==> config.mk <==
export PLATFORM = sky130hd
export DESIGN_NAME = stream_rr_arbiter_flat
export DESIGN_NICKNAME = d
export VERILOG_FILES = /design/src/rtl/stream_arb_pkg.sv /design/src/rtl/stream_rr_arbiter_if.sv /design/src/rtl/rr_pick.sv /design/src/rtl/stream_rr_arbiter.sv /design/src/flat_wrapper.sv
export SDC_FILE = /design/constraint.sdc
export NUM_CORES = 1
export LEC_CHECK = 0
export CAP_MARGIN = 20
export CELL_PAD_IN_SITES_DETAIL_PLACEMENT = 1
export CELL_PAD_IN_SITES_GLOBAL_PLACEMENT = 2
export CORE_MARGIN = 1.5
export CORE_UTILIZATION = 25
export DETAILED_ROUTE_END_ITERATION = 12
export GPL_TIMING_DRIVEN = 0
export PLACE_DENSITY = 0.95
export SLEW_MARGIN = 30
export SYNTH_ARGS = -nofsm -noshare
export SYNTH_HDL_FRONTEND = slang
export SYNTH_SLANG_ARGS = --single-unit
==> constraint.sdc <==
create_clock -name clk -period 5 [get_ports clk]
set_clock_uncertainty 0.05 [all_clocks]
set_input_delay 1 -clock clk [delete_from_list [all_inputs] [get_ports clk]]
set_output_delay 1 -clock clk [all_outputs]
set_load 0.03 [all_outputs]
==> src/rtl/stream_arb_pkg.sv <==
// Shared types and parameter limits for the packet-level round-robin stream arbiter.
package stream_arb_pkg;

    // Arbitration FSM: IDLE picks the next requester, LOCK streams one whole packet from it.
    typedef enum logic {
        ST_IDLE = 1'b0,
        ST_LOCK = 1'b1
    } arb_state_t;

    localparam int MIN_IN = 2;
    localparam int MAX_IN = 16;
    localparam int MIN_DATA_W = 1;

    // True when the requester count is inside the supported range.
    function automatic bit numInOk(input int n);
        return (n >= MIN_IN) && (n <= MAX_IN);
    endfunction

endpackage

==> src/rtl/stream_rr_arbiter_if.sv <==
// Bundle of the NUM_IN input streams and the single merged output stream.
// slave is the arbiter's view; master is the view of the producers and consumer around it.
interface stream_rr_arbiter_if #(
    parameter int NUM_IN = 4,
    parameter int DATA_W = 8
);
    localparam int ID_W = $clog2(NUM_IN);

    logic [NUM_IN-1:0]        inValid;
    logic [NUM_IN-1:0]        inLast;
    logic [NUM_IN*DATA_W-1:0] inData;
    logic [NUM_IN-1:0]        inReady;
    logic                     outValid;
    logic                     outReady;
    logic [DATA_W-1:0]        outData;
    logic                     outLast;
    logic [ID_W-1:0]          outId;

    modport slave (
        input  inValid, inLast, inData, outReady,
        output inReady, outValid, outData, outLast, outId
    );

    modport master (
        output inValid, inLast, inData, outReady,
        input  inReady, outValid, outData, outLast, outId
    );

endinterface

==> src/rtl/rr_pick.sv <==
// Combinational round-robin picker: first set request bit searching ptr+1, ptr+2, ... mod N.
// Rotates the request vector so ptr+1 lands at bit 0, priority-encodes, then un-rotates the index.
module rr_pick #(
    parameter int N = 4
) (
    input  logic [N-1:0]         req,
    input  logic [$clog2(N)-1:0] ptr,
    output logic                 found,
    output logic [$clog2(N)-1:0] idx
);
    localparam int ID_W = $clog2(N);

    logic [N-1:0] rot;
    int           off;

    // Rotate, lowest-set-bit encode, un-rotate back to a requester index.
    // NOTE: every signal written here gets a default first so no path leaves it unassigned (no latch).
    always_comb begin
        rot = '0;
        off = 0;
        for (int k = 0; k < N; k++) begin
            rot[k] = req[(int'(ptr) + 1 + k) % N];
        end
        for (int k = N - 1; k >= 0; k--) begin
            if (rot[k]) begin
                off = k;
            end
        end
        found = |rot;
        idx   = ID_W'((int'(ptr) + 1 + off) % N);
    end

endmodule

==> src/rtl/stream_rr_arbiter.sv <==
// Packet-level round-robin arbiter merging NUM_IN valid/ready streams into one registered
// output stream. A grant is held for a whole packet; outId tags the source of every beat.
module stream_rr_arbiter
    import stream_arb_pkg::*;
#(
    parameter int NUM_IN = 4,
    parameter int DATA_W = 8
) (
    input  logic                clk,
    input  logic                rst,
    stream_rr_arbiter_if.slave  bus
);
    localparam int ID_W = $clog2(NUM_IN);

    if (!numInOk(NUM_IN) || (DATA_W < MIN_DATA_W)) begin : gBadParam
        $error("stream_rr_arbiter: NUM_IN must be 2..16 and DATA_W >= 1");
    end

    arb_state_t        state, stateNext;
    logic [ID_W-1:0]   grant, grantNext;
    logic [ID_W-1:0]   ptr, ptrNext;
    logic              pickFound;
    logic [ID_W-1:0]   pickIdx;
    logic              ld;
    logic              accept;
    logic              selValid;
    logic              selLast;
    logic [DATA_W-1:0] selData;

    rr_pick #(.N(NUM_IN)) uPick (
        .req   (bus.inValid),
        .ptr   (ptr),
        .found (pickFound),
        .idx   (pickIdx)
    );

    // The output register can take a new beat when empty or being drained this cycle.
    assign ld = !bus.outValid || bus.outReady;

    // Select the granted requester's beat.
    always_comb begin
        selValid = bus.inValid[grant];
        selLast  = bus.inLast[grant];
        selData  = bus.inData[int'(grant)*DATA_W +: DATA_W];
    end

    // Only the granted requester sees ready, and only while the output can load.
    always_comb begin
        bus.inReady = '0;
        if (state == ST_LOCK && ld) begin
            bus.inReady[grant] = 1'b1;
        end
    end

    assign accept = (state == ST_LOCK) && ld && selValid;

    // Next-state logic: arbitrate in IDLE, release the lock after the accepted last beat.
    always_comb begin
        stateNext = state;
        grantNext = grant;
        ptrNext   = ptr;
        case (state)
            ST_IDLE: begin
                if (pickFound) begin
                    stateNext = ST_LOCK;
                    grantNext = pickIdx;
                end
            end
            ST_LOCK: begin
                if (accept && selLast) begin
                    stateNext = ST_IDLE;
                    ptrNext   = grant;
                end
            end
            default: stateNext = ST_IDLE;
        endcase
    end

    // FSM, grant and round-robin pointer registers; ptr starts at NUM_IN-1 so input 0 goes first.
    // NOTE: sequential state uses non-blocking assignments so all flops update from pre-edge values.
    always_ff @(posedge clk or posedge rst) begin
        if (rst) begin
            state <= ST_IDLE;
            grant <= '0;
            ptr   <= ID_W'(NUM_IN - 1);
        end else begin
            state <= stateNext;
            grant <= grantNext;
            ptr   <= ptrNext;
        end
    end

    // Output control: load on an accepted beat, otherwise drain when downstream takes it.
    always_ff @(posedge clk or posedge rst) begin
        if (rst) begin
            bus.outValid <= 1'b0;
            bus.outLast  <= 1'b0;
            bus.outId    <= '0;
        end else if (accept) begin
            bus.outValid <= 1'b1;
            bus.outLast  <= selLast;
            bus.outId    <= grant;
        end else if (bus.outReady) begin
            bus.outValid <= 1'b0;
        end
    end

    // Output payload register.
    // NOTE: payload is left unreset; it is only meaningful while outValid is set.
    always_ff @(posedge clk) begin
        if (accept) begin
            bus.outData <= selData;
        end
    end

    aReadyOneHot: assert property (@(posedge clk) disable iff (rst) $onehot0(bus.inReady));

    aOutHold: assert property (@(posedge clk) disable iff (rst)
        bus.outValid && !bus.outReady |=>
            $stable({bus.outValid, bus.outData, bus.outLast, bus.outId}));

endmodule

==> src/flat_wrapper.sv <==
// flat-port wrapper written by rule: the top's interface ports become plain ports
module stream_rr_arbiter_flat import stream_arb_pkg::*;
#(
    parameter int NUM_IN = 4,
    parameter int DATA_W = 8
)
  (clk, rst, bus_inValid, bus_inLast, bus_inData, bus_outReady, bus_inReady, bus_outValid, bus_outData, bus_outLast, bus_outId);
  stream_rr_arbiter_if #(.NUM_IN(NUM_IN), .DATA_W(DATA_W)) bus_i ();
  input  logic clk;
  input  logic rst;
  input wire logic [$bits(bus_i.inValid)-1:0] bus_inValid;
  input wire logic [$bits(bus_i.inLast)-1:0] bus_inLast;
  input wire logic [$bits(bus_i.inData)-1:0] bus_inData;
  input wire logic [$bits(bus_i.outReady)-1:0] bus_outReady;
  output wire logic [$bits(bus_i.inReady)-1:0] bus_inReady;
  output wire logic [$bits(bus_i.outValid)-1:0] bus_outValid;
  output wire logic [$bits(bus_i.outData)-1:0] bus_outData;
  output wire logic [$bits(bus_i.outLast)-1:0] bus_outLast;
  output wire logic [$bits(bus_i.outId)-1:0] bus_outId;
  assign bus_i.inValid = bus_inValid;
  assign bus_i.inLast = bus_inLast;
  assign bus_i.inData = bus_inData;
  assign bus_i.outReady = bus_outReady;
  assign bus_inReady = bus_i.inReady;
  assign bus_outValid = bus_i.outValid;
  assign bus_outData = bus_i.outData;
  assign bus_outLast = bus_i.outLast;
  assign bus_outId = bus_i.outId;
  stream_rr_arbiter #(.NUM_IN(NUM_IN), .DATA_W(DATA_W)) u_core (.clk(clk), .rst(rst), .bus(bus_i));
endmodule
Yosys cells after proc, flatten, opt, wreduce, memory -nomap -nowiden --
Cells that the tools add are included.
Word-level totals: flip-flop bits (word level) 17, input port bits 43, output and inout port bits 16, word-level logic and storage cells 66
Cells by class: add/sub/neg operators 5, magnitude comparators 6, shift-type cells 1, multiplexer cells 28, bitwise gates (word level) 5, reductions and logical operators 14
Operator list (number):
- 32-bit by 6-bit indexed part select with 8-bit output | 1
- 3-bit by 4-bit less-than comparator with 1-bit output, second input constant | 4
- 1-bit two-way mux | 15
- 1-bit binary-select mux with 2-bit select | 6
- 2-bit two-way mux | 4
- 2-bit OR reduction | 4
- 2-bit by 1-bit adder with 2-bit output, second input constant | 2
- 2-bit adder, second input constant | 2
- 1-bit bitwise AND, first input constant | 4
- 1-bit logical AND | 4
- 4-bit two-way mux | 1
- 2-bit AND reduction | 2
- 4-bit OR reduction | 1
- 2-bit by 3-bit less-than comparator with 1-bit output, second input constant | 1
- 2-bit adder | 1
- 1-bit demux with 2-bit select | 1
- 2-bit by 1-bit >= comparator with 1-bit output, second input constant | 1
- 1-bit case mux with 2 select lines | 1
- 2-bit nonzero test | 1
- 1-bit zero test | 1
- 1-bit logical OR | 1
- 1-bit inverter | 1

Depth between registers and ports, before layout --
Gate-level depths: netlist (run 1).
depth after elaboration 12, gate-level depth with buffers 10, gate-level depth less buffers 9

Modules after synthesis --
A second synthesis (run 1) with hierarchy kept.
Second synthesis, totals: cells, all modules 84, area total of the unflattened synthesis 1134.8 sq um
By module, submodules not included:
- stream_rr_arbiter | instances 1, cells an instance 59, area each 942.2 sq um, sequential area each 467.9 sq um
- rr_pick | instances 1, cells an instance 25, area each 192.7 sq um, sequential area each 0.0 sq um

Worst setup path before layout (run 1) --
OpenSTA, ideal clock, no wires.
path type input to output, from input bus_outReady, to output bus_inReady[2], arrival 1.994 ns, required time 3.950 ns, setup slack 1.956 ns, stages on the path 3, path buffers 0, cell sequence nand2b_1 -> nand2_1 -> nor3b_1
On the way: cells in the longest elaborated chain, start to end 3
Ends and longest elaborated chain:
- from (decl) | RTL line flat_wrapper.sv:14 | input wire logic [$bits(bus_i.outReady)-1:0] bus_outReady;
- 1-bit logical OR | RTL line stream_rr_arbiter.sv:38 | assign ld = !bus.outValid || bus.outReady;
- 1-bit logical AND | RTL line stream_rr_arbiter.sv:50 | if (state == ST_LOCK && ld) begin
- 4-bit two-way mux | RTL line stream_rr_arbiter.sv:50
- to (decl) | RTL line flat_wrapper.sv:15 | output wire logic [$bits(bus_i.inReady)-1:0] bus_inReady;
Every way passes these cells.

Worst setup path after layout (run 1) --
from input bus_outReady, to output bus_inReady[1]
The elaborated chain is that of the path after synthesis.

==> results.cfg, run 1 <==
[status]
status = finished clean

[floorplanning]
start_util_pct = 26.79
core-area_um2 = 4115
rows = 23
num_io_pins = 59
chipHeight_um = 69.40
die_area_um2 = 4816
die_x_um = 69.40

[synth]
synth_cell_type_count = 38
synthArstFlopShare_pct = 52.94
mappedNetlistNets = 130
syn_inst = 86
syn-cell-area_um2 = 1102
seq_area_frac_synth_pct = 42.45
ys_seq_elements = 17
synth_edf_count = 8
syn_avg_cell_area_um2 = 12.82
yosysWarnings = 0
synth_flop_cell = edfxtp_1

[worst_setup_path]
cp_max_fo = 4
cp_data_arrival_time_ps = 2680
worst-setup-path-type = input pin to output pin
cp_data_required_time_ps = 3950
startpoint_type = input pin
end_kind = output pin

[power_and_ir_drop]
peakVddDrop_uv = 174.3
p_total_uw = 998.6
leakage_nw = 0.6804
cellPowerDensity_nw_per_um2 = 560.9

[detailed_routing]
first_iter_violations = 29
wl_per_cell_um = 16.89
via_count = 976
antenna_left = 0
via_per_inst = 4.954
route.detailed.drc = 0
drt-total-wl_mm = 3.327
drt-pass1-iter-count = 4

[global_routing]
grt_use_met2_pct = 25.53
antenna_found_initial = 0
top_usage_layer = met2
groute.layer.met1.usage_pct = 17.75
grt_pass1_wl_mm = 5.595
grt_pass1_vias = 1088
met3_usage_pct = 4.651
grt_usage_pct = 14.85
grt_max_degree = 11
grt_overflow = 0

[sta]
finalHoldViolCount = 0
finalMaxSlewViolations = 0
finalCritPeriodShare_pct = 74.62
setup_violations = 0
rsz0062_at_grt = false
fmax_ghz = 0.2680
fin_crit_ps = 3731
slew_headroom_pct = 65.70
tns_ps = 0
tightest_slew_ps = 514.5

[clock_network]
cts_tree = built
cts_made_buffers = 3
cts_sinks = 17
cts_hold_buf = 0
post_cts_resized = 0
htree_levels = 1
postCtsSetupBuffers = 0
cts.path.max_buffers = 2
clk_pin_slew_ps = 60
insertion_delay_ps = 250
root_buffer = clkbuf_8

[cells_and_area]
syn_to_final_growth_pct = 61.52
nets = 192
n_fill_cell = 460
num_antenna_cells = 0
layout-drive-gt1-share_pct = 14.97

[place]
portBuffers = 57
place_hpwl_mm = 2.818
gp_congestion = 0.7954

[flow_run]
maxCapViolations = 0

[min_path]
min_path_type = flip-flop to flip-flop
kinds of logic (layout without fill, tap and decap cells):
kind of cell	after synthesis	after routing	synth area share (%)
adders and majority gates	1	1	1.135
xor gates and xnor gates	2	2	1.589
and+or+nand+nor	31	31	15.67
buffers and inverters	11	72	5.107
AOI/OAI and AO/OA	9	9	5.789
muxes	15	15	28.26
DFF	17	17	42.45
per-layer routing:
layer	vias up	routed length, um
met5	-	0
met2	47	1688
met3	8	239
li1	454	-
met4	0	56
met1	467	1342
path summary, 6_finish.rpt:
path / start / to / slack (ps) / depth (start not counted)
setup reg to reg: u_core.ptr[0] / u_core.grant[1] / 2680 / 10
hold reg to reg: u_core.bus.outLast / u_core.bus.outLast / 440 / 2
max in group asynchronous: rst / u_core.ptr[1] / 3650 / 2
min in group asynchronous: rst / u_core.bus.outId[0] / 970 / 2
hold / removal: u_core.bus.outLast / u_core.bus.outLast / 440 / 2
setup / recovery: bus_outReady / bus_inReady[1] / 1270 / 5
flip-flops by register name, indices dropped and copies added, names as in the netlist:
register / flops
u_core.state: 1
u_core.bus.outId: 2
u_core.ptr: 2
u_core.bus.outLast: 1
u_core.bus.outData: 8
u_core.bus.outValid: 1
u_core.grant: 2
layout make-up:
type	count	area, um^2	area share, %
clock buffer	4	45.04	2.530
multi-input combinational	58	578.1	32.47
sequential	17	467.9	26.28
buffer	7	41.29	2.319
tap	50	62.56	3.514
timing repair buffer	57	570.5	32.04
inverter	4	15.01	0.8433
placed cells by master (no fill, tap or decap), drive strengths merged, types with 2 or more instances in the layout:
| cell type | netlist | routed |
|---|---|---|
| clkdlybuf4s50 | 0 | 57 |
| mux4 | 10 | 10 |
| edfxtp | 8 | 8 |
| nor2 | 7 | 7 |
| dfrtp | 7 | 7 |
| nand2 | 7 | 7 |
| clkbuf | 2 | 6 |
| mux2 | 5 | 5 |
| buf | 5 | 5 |
| nor3 | 4 | 4 |
| nor3b | 4 | 4 |
| inv | 4 | 4 |
| nand2b | 3 | 3 |
| o211ai | 2 | 2 |
| dfstp | 2 | 2 |
| nand3 | 2 | 2 |
Yosys cell counts, drive strengths merged (2+ instances only):
cell type  instances  area share, %
buf                5            3.0
nand3              2            1.4
nor3b              4            2.7
nand2b             3            1.7
mux4              10             22
inv                4            1.4
nand2              7            3.1
nor3               4            1.8
nor2               7            2.4
o211ai             2            1.4
clkbuf             2           0.79
dfrtp              7             16
mux2               5            5.8
dfstp              2            4.8
edfxtp             8             22
power breakdown:
part	leakage [nW]	switching (mW)	total [mW]	internal [mW]
Clock	0.0228	0.0418	0.0983	0.0565
Combinational	0.479	0.335	0.633	0.298
Sequential	0.179	0.0271	0.267	0.240
Total	0.680	0.404	0.999	0.595
critical path, stage by stage:
cell,delay [ps]
clkdlybuf4s50_1,450
nand2b_1,180
nand2_1,120
nor3b_1,220
clkdlybuf4s50_1,710
metrics by stage:
step / setup WS (ps) / utilization (%) / instances / hold WS (ps) / area, um^2
2_1_floorplan: 1956 / - / 86 / 479.0 / 1102
3_3_place_gp: 1322 / 42.17 / 193 / 426.8 / 1735
3_5_place_dp: 1271 / 42.17 / 193 / 439.8 / 1735
4_1_cts: 1256 / 43.27 / 197 / 455.4 / 1780
5_1_grt: 1141 / 43.27 / 197 / 477.2 / 1780
6_report: 1269 / 43.27 / 197 / 442.3 / 1780
Note: power is estimated with default switching activity, not from simulation.
==> run 2: changes to the inputs <==
- CORE_UTILIZATION: 25 -> 23
- PLACE_DENSITY: 0.95 -> 0.9
- clock period: 5 -> 3.75 ns (I/O delays scaled with it)
==> results.cfg, run 2 (synthesis gave the netlist of run 1 again) <==
[clock_network]
htree_levels = 1
post_cts_resized = 0
cts.path.max_buffers = 2
postCtsSetupBuffers = 0
cts_sinks = 17
cts_hold_buf = 0
insertion_delay_ps = 250
clk_pin_slew_ps = 60
cts_made_buffers = 3
cts_tree = built
root_buffer = clkbuf_8

[detailed_routing]
drt-pass1-iter-count = 4
antenna_left = 0
first_iter_violations = 18
wl_per_cell_um = 16.84
drt-total-wl_mm = 3.384
via_count = 1000
via_per_inst = 4.975
route.detailed.drc = 0

[worst_setup_path]
startpoint_type = input pin
cp.depth = 5
cp_top_family = buffers and inverters
end_kind = output pin
path_buf_inv = 2
worstReg2RegEnd = u_core.grant[1]
cp-startpoint = bus_outReady
r2r-start = u_core.ptr[0]
cp_max_fo = 4
cp_data_required_time_ps = 2950
cpPeakStageDelay_ps = 720
crit_path_end = bus_inReady[2]
r2r_setup_slack_ps = 1380
crit_chain = clkdlybuf4s50_1 -> nand2b_1 -> nand2_1 -> nor3b_1 -> clkdlybuf4s50_1
cp_common_cell = clkdlybuf4s50_1
reg2reg_depth = 10
slowest_stage = clkdlybuf4s50_1
worst-setup-path-type = input pin to output pin
cp_data_arrival_time_ps = 2410

[global_routing]
grt_pass1_wl_mm = 4.878
grt_usage_pct = 12.71
grt_overflow = 0
antenna_found_initial = 0
grt_pass1_vias = 976
grt_max_degree = 11

[floorplanning]
die_x_um = 72.23
core-area_um2 = 4661
rows = 25
num_io_pins = 59
chipHeight_um = 72.23
die_area_um2 = 5217
start_util_pct = 23.65

[sta]
finalHoldViolCount = 0
rsz0062_at_grt = false
tightest_slew_ps = 471.5
finalMaxSlewViolations = 0
holdWs_ps = 424.1
slew_headroom_pct = 68.57
fmax_ghz = 0.3119
fin_crit_ps = 3206
finalWorstSetupSlack_ps = 544.2
setup_violations = 0
finalCritPeriodShare_pct = 85.49
tns_ps = 0

[cells_and_area]
syn_to_final_growth_pct = 61.97
nets = 192
layout-drive-gt1-share_pct = 14.97
final_cell_mix = clkdlybuf4s50_1 (57), edfxtp_1 (8), nor2_1 (7), dfrtp_1 (7)
top_register = u_core.bus.outData
multiInputGateArea_um2 = 578.1
num_antenna_cells = 0
ff_latch_area_um2 = 467.9
n_fill_cell = 494
final_common_cell = clkdlybuf4s50_1
largest_reg_flops = 8

[power_and_ir_drop]
peakVddDrop_uv = 235.0
cellPowerDensity_nw_per_um2 = 753.8
leakage_nw = 0.6804
p_total_mw = 1.346

[place]
portBuffers = 57
pre_cts_ws_ps = 556.4
gp_congestion = 0.7827
place_hpwl_mm = 2.725

[flow_run]
maxCapViolations = 0

[min_path]
min_path_type = flip-flop to flip-flop

[status]
status = finished clean
==> run 2: layout make-up <==
| cell class | count | share of cell area [%] |
|---|---|---|
| Sequential cell | 17 | 26.21 |
| Clock buffer | 4 | 2.523 |
| Buffer | 7 | 2.313 |
| Timing Repair Buffer | 57 | 31.96 |
| Multi-Input combinational cell | 58 | 32.38 |
| Inverter | 4 | 0.8409 |
| Tap cell | 54 | 3.784 |
==> run 2: tightest hold or removal path, cell delays in order, from the launching register on <==
cell     delay (ps)
dfrtp_1         340
nand2_1          50
nand2_1          50
==> run 2: worst min-delay path by stage <==
stage	from	to	slack, ps	depth (start not counted)
floorplan	u_core.state	u_core.state	480	1
global placement	u_core.bus.outLast	u_core.bus.outLast	420	2
detailed placement	u_core.bus.outLast	u_core.bus.outLast	410	2
CTS	u_core.bus.outLast	u_core.bus.outLast	430	2
global route	u_core.bus.outLast	u_core.bus.outLast	440	2
finish	u_core.bus.outLast	u_core.bus.outLast	420	2
==> run 2: through the flow <==
stage | util [%] | area [um^2] | instances
6_report | 38.31 | 1785 | 201
5_1_grt | 38.31 | 1785 | 201
4_1_cts | 38.31 | 1785 | 201
3_5_place_dp | 37.34 | 1740 | 197
3_3_place_gp | 37.34 | 1740 | 197
2_1_floorplan | - | 1102 | 86
==> run 2: layer usage <==
layer / global-route usage (%) / vias to the layer above / wire, um
met5: 0 / - / 0
met4: 5.660 / 0 / 61
met3: 3.889 / 5 / 404
met2: 21.40 / 66 / 1499
met1: 14.93 / 470 / 1418
li1: - / 459 / -
==> run 2: power breakdown <==
group	switching (mW)	internal, mW	total, mW
registers	0.0336	0.319	0.353
clock network	0.0580	0.0753	0.133
logic	0.461	0.398	0.860
==> run 3: changes to the inputs <==
- ABC_CLOCK_PERIOD_IN_PS: not set -> 3750
==> results of run 3 <==
The final DEF is identical to that of run 2; final timing and power are the same.
